## src/rtl/fetch_decode_regs.sv

```systemverilog
// Architectural register stage of the multi-cycle RISC-V core: PC, OldPC, IR, MDR,
// IR field slicing and illegal-opcode halt. Optional macro: FETCH_DECODE_PERF_COUNTERS_EN.
module fetch_decode_regs #(
    parameter logic [31:0] RESET_PC     = 32'h0000_0000,
    parameter bit          HALT_ON_ZERO = 1'b1
) (
    input  logic        clk,
    input  logic        reset,
    input  logic [31:0] mem_rdata,
    input  logic [31:0] result,
    input  logic        ir_write,
    input  logic        old_pc_write,
    input  logic        pc_write_result,
    output logic [31:0] pc,
    output logic [31:0] old_pc,
    output logic [31:0] instr,
    output logic [31:0] mdr,
    output logic [6:0]  opcode,
    output logic [2:0]  f3,
    output logic [6:0]  f7,
    output logic [4:0]  rs1,
    output logic [4:0]  rs2,
    output logic [4:0]  rd,
    output logic        illegal,
    output logic        halted,
    output logic [31:0] cycle_count,
    output logic [31:0] instret_count
);

    typedef enum logic {
        RUN  = 1'b0,
        HALT = 1'b1
    } state_t;

    state_t state, next_state;
    logic   opcode_legal;
    logic   word_illegal;
    logic   capture_illegal;

    always_comb begin
        opcode_legal = 1'b0;
        case (mem_rdata[6:0])
            7'b0110011, 7'b0010011, 7'b0000011, 7'b0100011,
            7'b1100011, 7'b1101111, 7'b1100111, 7'b0110111: opcode_legal = 1'b1;
            default: opcode_legal = 1'b0;
        endcase
        word_illegal    = !opcode_legal || (HALT_ON_ZERO && (mem_rdata == 32'h0));
        capture_illegal = (state == RUN) && ir_write && word_illegal;
    end

    always_comb begin
        next_state = state;
        if (capture_illegal) begin
            next_state = HALT;
        end
    end

    always_ff @(posedge clk) begin
        if (reset) begin
            state <= RUN;
        end else begin
            state <= next_state;
        end
    end

    // Strobes only act in RUN; mdr tracks memory in every state.
    always_ff @(posedge clk) begin
        if (reset) begin
            pc      <= RESET_PC;
            old_pc  <= 32'h0;
            instr   <= 32'h0000_0013;
            mdr     <= 32'h0;
            illegal <= 1'b0;
        end else begin
            mdr <= mem_rdata;
            if (state == RUN) begin
                if (ir_write) begin
                    instr <= mem_rdata;
                end
                if (old_pc_write) begin
                    old_pc <= pc;
                end
                if (pc_write_result) begin
                    pc <= result;
                end
                if (capture_illegal) begin
                    illegal <= 1'b1;
                end
            end
        end
    end

    assign halted = (state == HALT);

    assign opcode = instr[6:0];
    assign rd     = instr[11:7];
    assign f3     = instr[14:12];
    assign rs1    = instr[19:15];
    assign rs2    = instr[24:20];
    assign f7     = instr[31:25];

`ifdef FETCH_DECODE_PERF_COUNTERS_EN
    logic [31:0] cycle_q;
    logic [31:0] instret_q;

    // Both counters freeze once HALT is reached; wrap is natural 32-bit overflow.
    always_ff @(posedge clk) begin
        if (reset) begin
            cycle_q   <= 32'h0;
            instret_q <= 32'h0;
        end else if (state == RUN) begin
            cycle_q <= cycle_q + 32'd1;
            if (ir_write && !word_illegal) begin
                instret_q <= instret_q + 32'd1;
            end
        end
    end

    assign cycle_count   = cycle_q;
    assign instret_count = instret_q;
`else
    assign cycle_count   = 32'h0;
    assign instret_count = 32'h0;
`endif

endmodule

```

## config.mk

```make
export PLATFORM = sky130hd
export DESIGN_NAME = fetch_decode_regs
export DESIGN_NICKNAME = d
export VERILOG_FILES = /design/src/rtl/fetch_decode_regs.sv
export SDC_FILE = /design/constraint.sdc
export NUM_CORES = 1
export LEC_CHECK = 0
export ABC_AREA = 1
export BUFFER_PORTS_ARGS = -buffer_cell sky130_fd_sc_hd__buf_2
export CAP_MARGIN = 10
export CORE_AREA = 2 2 114 116
export DETAILED_ROUTE_END_ITERATION = 6
export DIE_AREA = 0 0 116 118
export PLACE_DENSITY = 0.75
export SETUP_SLACK_MARGIN = 0.3
export SLEW_MARGIN = 25
export SYNTH_ARGS = -nofsm -noshare
export SYNTH_HDL_FRONTEND = slang
export SYNTH_SLANG_ARGS = --single-unit
export TNS_END_PERCENT = 30
```

## constraint.sdc

```tcl
create_clock -name clk -period 1.15 [get_ports clk]
set_input_delay 0.345 -clock clk [delete_from_list [all_inputs] [get_ports clk]]
set_output_delay 0.345 -clock clk [all_outputs]
set_load 0.05 [all_outputs]
```

Yosys cells after proc, flatten, opt, wreduce, memory -nomap -nowiden
Index checks and enable logic that the tools add are counted.

Bits in registers: 130. Bits of input ports: 69. Output and inout port bits: 226. Word-level logic and storage cells: 26.

Equal/unequal tests: 8. Mux-type cells: 1. Bitwise gates (word level): 1. Reductions and logical operators: 10.

Operator list (number): $logic_not 32->1 (1); $eq 7x6->1 const B (3); $eq 7x7->1 const B (3); $reduce_and 2->1 (4); $reduce_or 8->1 (1); $eq 7x2->1 const B (1); $eq 7x5->1 const B (1); $logic_and 1x1->1 (2); $logic_not 1->1 (1); $logic_or 1x1->1 (1); $mux 1 (1); $not 1->1 (1).

Depth between registers and ports, before layout
Gate-level depths: netlist (run 1).

Depth after elaboration: 7. Depth in mapped cells: 6. Mapped depth without buffers: 5.

Least setup slack after synthesis (run 1)
OpenSTA, ideal clock, no wires.

Path type: register to register. Start: register state, in the netlist halted. End: register instr[21]. Library setup time: 122 ps. Arrival: 1308 ps. Slack: -280 ps. Stages on the path, launching flop included: 7. Buffers on the path: 1. Cells stage by stage: dfxtp_1 -> inv_2 -> nand2_4 -> inv_4 -> buf_4 -> o21ai_0 -> a21oi_2.

Longest elaborated chain between the ends: 2.

RTL lines: from (decl) (RTL line 35) `state_t state, next_state;`; from (signal assigned) (RTL line 62) `state <= next_state;`; $not 1->1 (no source line); $reduce_and 2->1 (no source line); to (signal assigned) (RTL line 78) `instr <= mem_rdata;`; to (decl) (RTL line 16) `output logic [31:0] instr,`.

No other way between the ends. A chain may end at the register's enable or synchronous reset.

Worst setup path after layout (run 1)
Start: register instr[12]. End: output port f3[0].

RTL lines: to (decl) (RTL line 19) `output logic [2:0] f3,`.

No word-level cell between the ends.

==> results of run 1 <==
[power groups by stage]
| stage | registers, W | logic (W) | clock network, W |
|---|---|---|---|
| final | 0.00532 | 0.00465 | 0.00554 |
| after global routing | 0.00535 | 0.00484 | 0.00583 |
| after CTS | 0.00528 | 0.00435 | 0.00560 |
| after detailed placement | 0.00518 | 0.00343 | 0 |
| after global placement | 0.00518 | 0.00340 | 0 |
| after floorplan | 0.00641 | 0.00182 | 0 |
[layout make-up]
| cell class | instances | area share |
|---|---|---|
| multi-input combinational | 365 | 0.210 |
| sequential | 130 | 0.325 |
| clock inverter | 8 | 0.0109 |
| antenna | 1 | 0.000287 |
| clock buffer | 24 | 0.0600 |
| timing repair buffer | 269 | 0.346 |
| tap | 172 | 0.0246 |
| inverter | 38 | 0.0229 |
[cell usage after synthesis (all sizes together)]
cell type,instances
a21oi,32
buf,123
clkbuf,5
clkinv,1
conb,1
dfxtp,130
inv,37
nand2,10
nand3,1
nor2,160
o211ai,3
o21ai,95
[worst reg2reg max path, stage by stage (launching register included)]
cell and delay (ps):
dfxtp_4 360, inv_8 90, nand2_8 80, inv_16 160, o21ai_0 230, a21oi_1 160
[what timing repair did]
item                                    4_1_cts  5_1_grt
buffers inserted                             28        1
endpoints found under the setup margin      260      260
gates resized for setup                     548      110
pin swaps                                     0       56
[cells by family after synthesis]
| group | synth area share |
|---|---|
| other | 0.000741 |
| AO/OA/AOI/OAI | 0.137 |
| AND/OR/NAND/NOR | 0.131 |
| flip-flops | 0.514 |
| buffers and inverters | 0.217 |
[state kept, by name, summed over array words and instances, names as in the netlist]
signal,cells
halted,1
illegal,1
pc,32
mdr,32
instr,32
old_pc,32
[path summary, 6_finish.rpt]
path,start,end,slack (ps),depth (start not counted)
min reg2reg,instr[4],instr[4],490,2
min,mem_rdata[14],mdr[14],150,3
max reg2reg,halted,instr[31],-20,5
max,instr[12],f3[0],-150,1
[metal layers]
| layer | up-vias | GRT usage | share of wire |
|---|---|---|---|
| met4 | 4 | 0.0841 | 0.021 |
| met2 | 229 | 0.387 | 0.55 |
| met3 | 33 | 0.0927 | 0.088 |
| met1 | 2183 | 0.227 | 0.34 |
| li1 | 2185 | - | - |
| met5 | - | 0 | 0.0017 |
[metrics by stage]
step | setup slack (ps) | cells | TNS [ps] | hold WS [ps]
after floorplan | 67.6 | 661 | 0 | 470
after CTS | -161 | 1005 | -19490 | 135
after detailed placement | -208 | 945 | -7100 | 449
after global placement | -158 | 945 | -5360 | 446
after global routing | -181 | 1006 | -22930 | 143
final | -150 | 1007 | -17150 | 152
==> impl_metrics.yaml, run 1 <==
power_and_ir_drop:
  leakage_nw: 4.04
  seqPwrFrac: 0.343
  powerDensity_nw_per_um2: 1780
  p_switching_w: 0.00533
  power_w: 0.0155
  peakVddDrop_mv: 1.19
  switching_share: 0.344
  pwr-share-comb: 0.300
  power.internal_w: 0.0102
  power_frac_clock: 0.357
timing:
  fin_crit_sh: 1.13
  timing.final.max_slew_violations: 0
  rsz0062_at_grt: "true"
  clock_skew_ps: 10.1
  fin_ws_ps: -150
  hold_viol: 0
  setup_viol: 163
  layout_min_cycle_time_ps: 1300
  max_freq_mhz: 769
synth:
  ys_types: 22
  yosysTopAreaCell: "dfxtp_1"
  yosys_warnings: 0
  ys_top_cells_by_area: "dfxtp_1 (51%), buf_4 (15%), nor2_1 (12%), o21ai_0 (7.3%), inv_1 (2.4%)"
  synth_cells: 598
  synth-seq-area-share: 0.514
  syn_avg_cell_area_um2: 8.47
  synth_top_area_frac: 0.514
  synthesis.area_um2: 5060
  synth-seq-cells: 130
finish:
  syn2layout_area_growth_pct: 72.5
  num-fill-cells: 848
  finish.utilization: 0.703
  final_layout_size_suffix_gt1_frac: 0.595
  final_cell_mix: "nor2_1 (156), buf_8 (140), dfxtp_2 (102)"
  layout.nets: 890
  final_common_cell: "nor2_1"
  area.sequential_um2: 2840
  fin_area_um2: 8730
  multi_input_area_um2: 1830
die:
  coreArea_um2: 12400
  rows: 41
  fp.dieH_um: 118
  die_x_um: 116
  initial_utilization: 0.408
  ioPinCount: 295
  die-area_um2: 13700
critical_path:
  critPathRequiredTime_ps: 810
  cp_num_buf_inv: 1
  max_stage_delay_ps: 340
  cpMaxStageDelayCell: "dfxtp_2"
  critPathKind: "flop to output port"
  start_kind: "flop"
  crit_path_cell_trace: "buf_4"
  crit_path_max_fanout: 3
  crit_family: "flip-flops"
  critPathCaptureType: "output port"
  arrival_ps: 950
drt:
  drcViolationCount: 0
  drtIter0Drc: 285
  wl_per_cell_um: 16.3
  drt-total-wl_um: 16400
  vias: 4634
  viasPerCell: 4.60
  ant_nets: 0
  firstDrtPassIters: 4
placement:
  numPortBuffers: 230
  place_congestion: 0.776
  place_area_um2: 5940
  dp_hpwl_um: 8690
hold_path:
  hold_path.class: "input pin to flop"
clock_tree:
  clockRootBuffer: "clkbuf_16"
  clockBufferDepth: 2
  htreeDepth: 4
  path_clk_slew_ps: 60
  hold_buffers: 0
  clock_sinks: 130
  insertion_delay_ps: 410
  cts_tree: "yes"
  cts_made_buffers: 17
global_route:
  antenna_found_initial: 3
  first_global_vias: 4487
  grt_usage: 0.219
  grt_max_degree: 60
  grt_pass1_wl_um: 23000
  overflow: 0
outcome:
  status: "complete, but fails checks"
  violations: "negative setup slack"
job:
  drv_cap: 0
Power figures use the tool's default switching activity.
==> run 2, diff against run 1 <==
- clock period: 1.15 -> 1.42 ns (I/O delays scaled with it)
==> impl_metrics.yaml, run 2 (synthesis results as in run 1) <==
outcome:
  status: "finished clean"
global_route:
  grt_max_degree: 35
  grt_usage: 0.206
  grt_pass1_wl_um: 22000
  first_global_vias: 4432
  antenna_found_initial: 1
  overflow: 0
critical_path:
  critPathRequiredTime_ps: 990
  cp_num_buf_inv: 1
  crit_family: "flip-flops"
  r2r_end: "instr[13]"
  crit_path_cell_trace: "buf_8"
  start_kind: "flop"
  cpMaxStageDelayCell: "dfxtp_4"
  max_stage_delay_ps: 380
  crit_path_max_fanout: 3
  rr_worst_depth: 6
  critPathCaptureType: "output port"
  r2r-start: "halted"
  crit_start: "instr[24]"
  critPathKind: "flop to output port"
  path_depth: 1
  arrival_ps: 940
  cp-endpoint: "instr[24]"
  r2r_slack_ps: 180
timing:
  timing.final.max_slew_violations: 0
  setup_viol: 0
  max_freq_mhz: 731
  hold_viol: 0
  fin_tns_setup_ps: 0
  layout_min_cycle_time_ps: 1370
  rsz0062_at_grt: "true"
  fin_crit_sh: 0.963
  clock_skew_ps: 4.77
finish:
  fin_area_um2: 8250
  stdcell_count: 1003
  final_layout_size_suffix_gt1_frac: 0.500
  layout.nets: 886
  final_common_cell: "nor2_1"
  num-fill-cells: 886
  syn2layout_area_growth_pct: 63.0
  final_cell_mix: "nor2_1 (160), buf_8 (120), dfxtp_2 (70)"
placement:
  dp_cells: 943
  numPortBuffers: 230
  dp_hpwl_um: 8570
  place_congestion: 0.761
  place_area_um2: 5870
power_and_ir_drop:
  powerDensity_nw_per_um2: 1500
  leakage_nw: 3.90
  peakVddDrop_mv: 1.03
die:
  initial_utilization: 0.408
  die_x_um: 116
  rows: 41
  fp.dieH_um: 118
  coreArea_um2: 12400
  ioPinCount: 295
  die-area_um2: 13700
drt:
  viasPerCell: 4.56
  drcViolationCount: 0
  drtIter0Drc: 294
  vias: 4574
  wl_per_cell_um: 15.3
  ant_nets: 0
  firstDrtPassIters: 4
  drt-total-wl_um: 15400
clock_tree:
  clock_sinks: 130
  clockBufferDepth: 2
  cts_made_buffers: 17
  hold_buffers: 0
  insertion_delay_ps: 410
  htreeDepth: 4
  cts_tree: "yes"
  path_clk_slew_ps: 60
  clockRootBuffer: "clkbuf_16"
job:
  drv_cap: 0
hold_path:
  hold_path.class: "input pin to flop"
[run 2: changes by cell type in the layout (fill, tap and decap cells not counted), sizes merged]
cell      previous run  this run
clkinv               6         4
clkinvlp             2         6
inv                 36        38
clkbuf              24        19
bufinv               2         3
buf                269       265
[run 2: worst min path at each step]
stage | from | cells after the start | slack [ps] | to
after floorplan | mem_rdata[0] | 2 | 550 | mdr[0]
after CTS | mem_rdata[13] | 3 | 210 | mdr[13]
after global routing | mem_rdata[11] | 3 | 230 | mdr[11]
after global placement | illegal | 2 | 430 | illegal
after detailed placement | illegal | 2 | 450 | illegal
final | mem_rdata[16] | 3 | 240 | mdr[16]
[run 2: metal layers]
layer / wire length, um / track usage / vias to the layer above / share of wire
met5: 0 / 0 / - / 0
met4: 393 / 0.0997 / 0 / 0.026
met3: 1330 / 0.0793 / 34 / 0.086
met2: 8320 / 0.368 / 225 / 0.54
met1: 5320 / 0.206 / 2147 / 0.35
li1: - / - / 2168 / -
[run 2: through the flow]
stage,utilization,setup WS [ps],hold WS (ps),power (W)
CTS,0.635,33.0,207,0.0122
global placement,0.473,126,435,0.00692
finish,0.664,52.0,235,0.0123
detailed placement,0.473,102,445,0.00695
floorplan,-,265,551,0.00662
global route,0.664,16.7,235,0.0128
[run 2: timing repair]
| action | CTS | global route |
|---|---|---|
| resized for setup | 403 | 123 |
| buffers inserted | 27 | 0 |
| endpoints found under the setup margin | 250 | 256 |
[run 2: layout make-up]
| type | instances | area [um^2] | area share |
|---|---|---|---|
| inverter | 38 | 168 | 0.0203 |
| clock inverter | 13 | 156 | 0.0190 |
| sequential | 130 | 2800 | 0.339 |
| tap | 172 | 215 | 0.0261 |
| antenna | 1 | 2.50 | 0.000303 |
| timing repair buffer | 265 | 2840 | 0.344 |
| clock buffer | 19 | 464 | 0.0563 |
| multi-input combinational | 365 | 1610 | 0.195 |
[run 2: report_power, final]
part | internal [W] | total [W] | switching, W
Sequential | 0.00398 | 0.00428 | 0.000299
Clock | 0.00290 | 0.00451 | 0.00161
Combinational | 0.00123 | 0.00356 | 0.00233
==> run 3, diff against run 2 <==
- CORE_AREA: 2 2 114 116 -> unset
- CORE_MARGIN: unset -> 2
- CORE_UTILIZATION: unset -> 39
- DIE_AREA: 0 0 116 118 -> unset
- PLACE_DENSITY: 0.75 -> 0.76
- clock period: 1.42 -> 1.2 ns (I/O delays scaled with it)
==> impl_metrics.yaml, run 3 (synthesis results as in run 1) <==
power_and_ir_drop:
  p_switching_w: 0.00511
  powerDensity_nw_per_um2: 1660
  pwr-share-comb: 0.311
  peakVddDrop_mv: 1.02
  power_w: 0.0144
  power.internal_w: 0.00926
  power_frac_clock: 0.334
  seqPwrFrac: 0.355
  switching_share: 0.356
  leakage_nw: 4.05
finish:
  fin_area_um2: 8670
  finish.utilization: 0.685
  final_cell_mix: "nor2_1 (155), buf_8 (146), dfxtp_2 (96)"
  final_common_cell: "nor2_1"
  syn2layout_area_growth_pct: 71.3
  insertedDiodeCount: 0
  final_layout_size_suffix_gt1_frac: 0.558
  num-fill-cells: 873
  layout.nets: 898
drt:
  drcViolationCount: 0
  drt-total-wl_um: 16500
  ant_nets: 0
  firstDrtPassIters: 4
  drtIter0Drc: 310
  wl_per_cell_um: 16.2
  viasPerCell: 4.53
  vias: 4595
placement:
  numPortBuffers: 230
  place_congestion: 0.772
  dp_hpwl_um: 8860
  place_area_um2: 6020
clock_tree:
  hold_buffers: 0
  insertion_delay_ps: 420
  cts_tree: "yes"
  cts_made_buffers: 17
  clockBufferDepth: 2
  clockRootBuffer: "clkbuf_16"
  path_clk_slew_ps: 60
  htreeDepth: 4
  clock_sinks: 130
die:
  fp.dieH_um: 118
  coreArea_um2: 12700
  die-area_um2: 13900
  die_x_um: 118
  ioPinCount: 295
  rows: 41
  initial_utilization: 0.400
hold_path:
  hold_path.class: "input pin to flop"
timing:
  fin_crit_sh: 1.10
  clock_skew_ps: 9.07
  fin_hold_ws_ps: 157
  max_freq_mhz: 757
  hold_viol: 0
  layout_min_cycle_time_ps: 1320
  fin_ws_ps: -121
  rsz0062_at_grt: "true"
  timing.final.max_slew_violations: 0
  setup_viol: 162
critical_path:
  rr_worst_depth: 5
  critPathKind: "flop to output port"
  crit_family: "flip-flops"
  r2r_slack_ps: 20
  r2r_end: "pc[30]"
  arrival_ps: 960
  path_depth: 1
  crit_path_cell_trace: "buf_8"
  cp-endpoint: "rs1[3]"
  cpMaxStageDelayCell: "dfxtp_4"
  crit_path_max_fanout: 3
  cp_num_buf_inv: 1
  r2r-start: "halted"
  critPathRequiredTime_ps: 840
  max_stage_delay_ps: 380
  critPathCaptureType: "output port"
  crit_start: "instr[18]"
  start_kind: "flop"
outcome:
  violations: "negative setup slack"
  status: "complete, but fails checks"
global_route:
  antenna_found_initial: 0
  overflow: 0
  grt_usage: 0.222
  grt_max_degree: 51
  first_global_vias: 4625
  grt_pass1_wl_um: 24200
job:
  drv_cap: 0
run 3: per-layer routing:
metal	up-vias	global-route usage	routed length, um
li1	2196	-	-
met1	2135	0.229	5770
met2	227	0.401	8940
met3	37	0.0935	1350
met4	0	0.0821	410
met5	-	0	0
run 3: layout make-up:
class                           count  area, um^2  share of cell area
Multi-Input combinational cell    365        1700               0.196
Inverter                           38         199              0.0229
Clock inverter                      8        48.8             0.00563
Timing Repair Buffer              277        3150               0.364
Tap cell                          172         215              0.0248
Sequential cell                   130        2850               0.329
Clock buffer                       24         504              0.0581
run 3: worst min path at each step:
| stage | from | to | cells past startpoint | slack, ps |
|---|---|---|---|---|
| floorplan | mem_rdata[0] | mdr[0] | 2 | 490 |
| global placement | illegal | illegal | 2 | 440 |
| detailed placement | illegal | illegal | 2 | 450 |
| CTS | mem_rdata[20] | mdr[20] | 3 | 140 |
| global route | mem_rdata[20] | mdr[20] | 3 | 150 |
| finish | mem_rdata[8] | mdr[8] | 3 | 160 |
run 3: tightest hold or removal path, delay by kind of cell:
kind	cells	cell delay, ps
and+or+nand+nor	1	70
buffers and inverters	2	110
run 3: timing repair:
item,in CTS,in global routing
buffers inserted,28,9
pin swaps,0,5
gates resized for setup,552,59
setup endpoints to repair,257,260
run 3: metrics by stage:
stage	TNS, ps	cells	setup slack [ps]
after CTS	-15360	1005	-133
final	-13400	1014	-121
after detailed placement	-89.8	945	-17.1
after floorplan	0	661	118
after global routing	-18010	1014	-145
after global placement	0	945	11.9
run 3: power by group through the flow:
| stage | clock network [W] | registers, W | logic (W) |
|---|---|---|---|
| 2_1_floorplan | 0 | 0.00613 | 0.00174 |
| 3_3_place_gp | 0 | 0.00494 | 0.00327 |
| 3_5_place_dp | 0 | 0.00495 | 0.00331 |
| 4_1_cts | 0.00487 | 0.00506 | 0.00421 |
| 5_1_grt | 0.00510 | 0.00513 | 0.00463 |
| 6_report | 0.00480 | 0.00510 | 0.00447 |
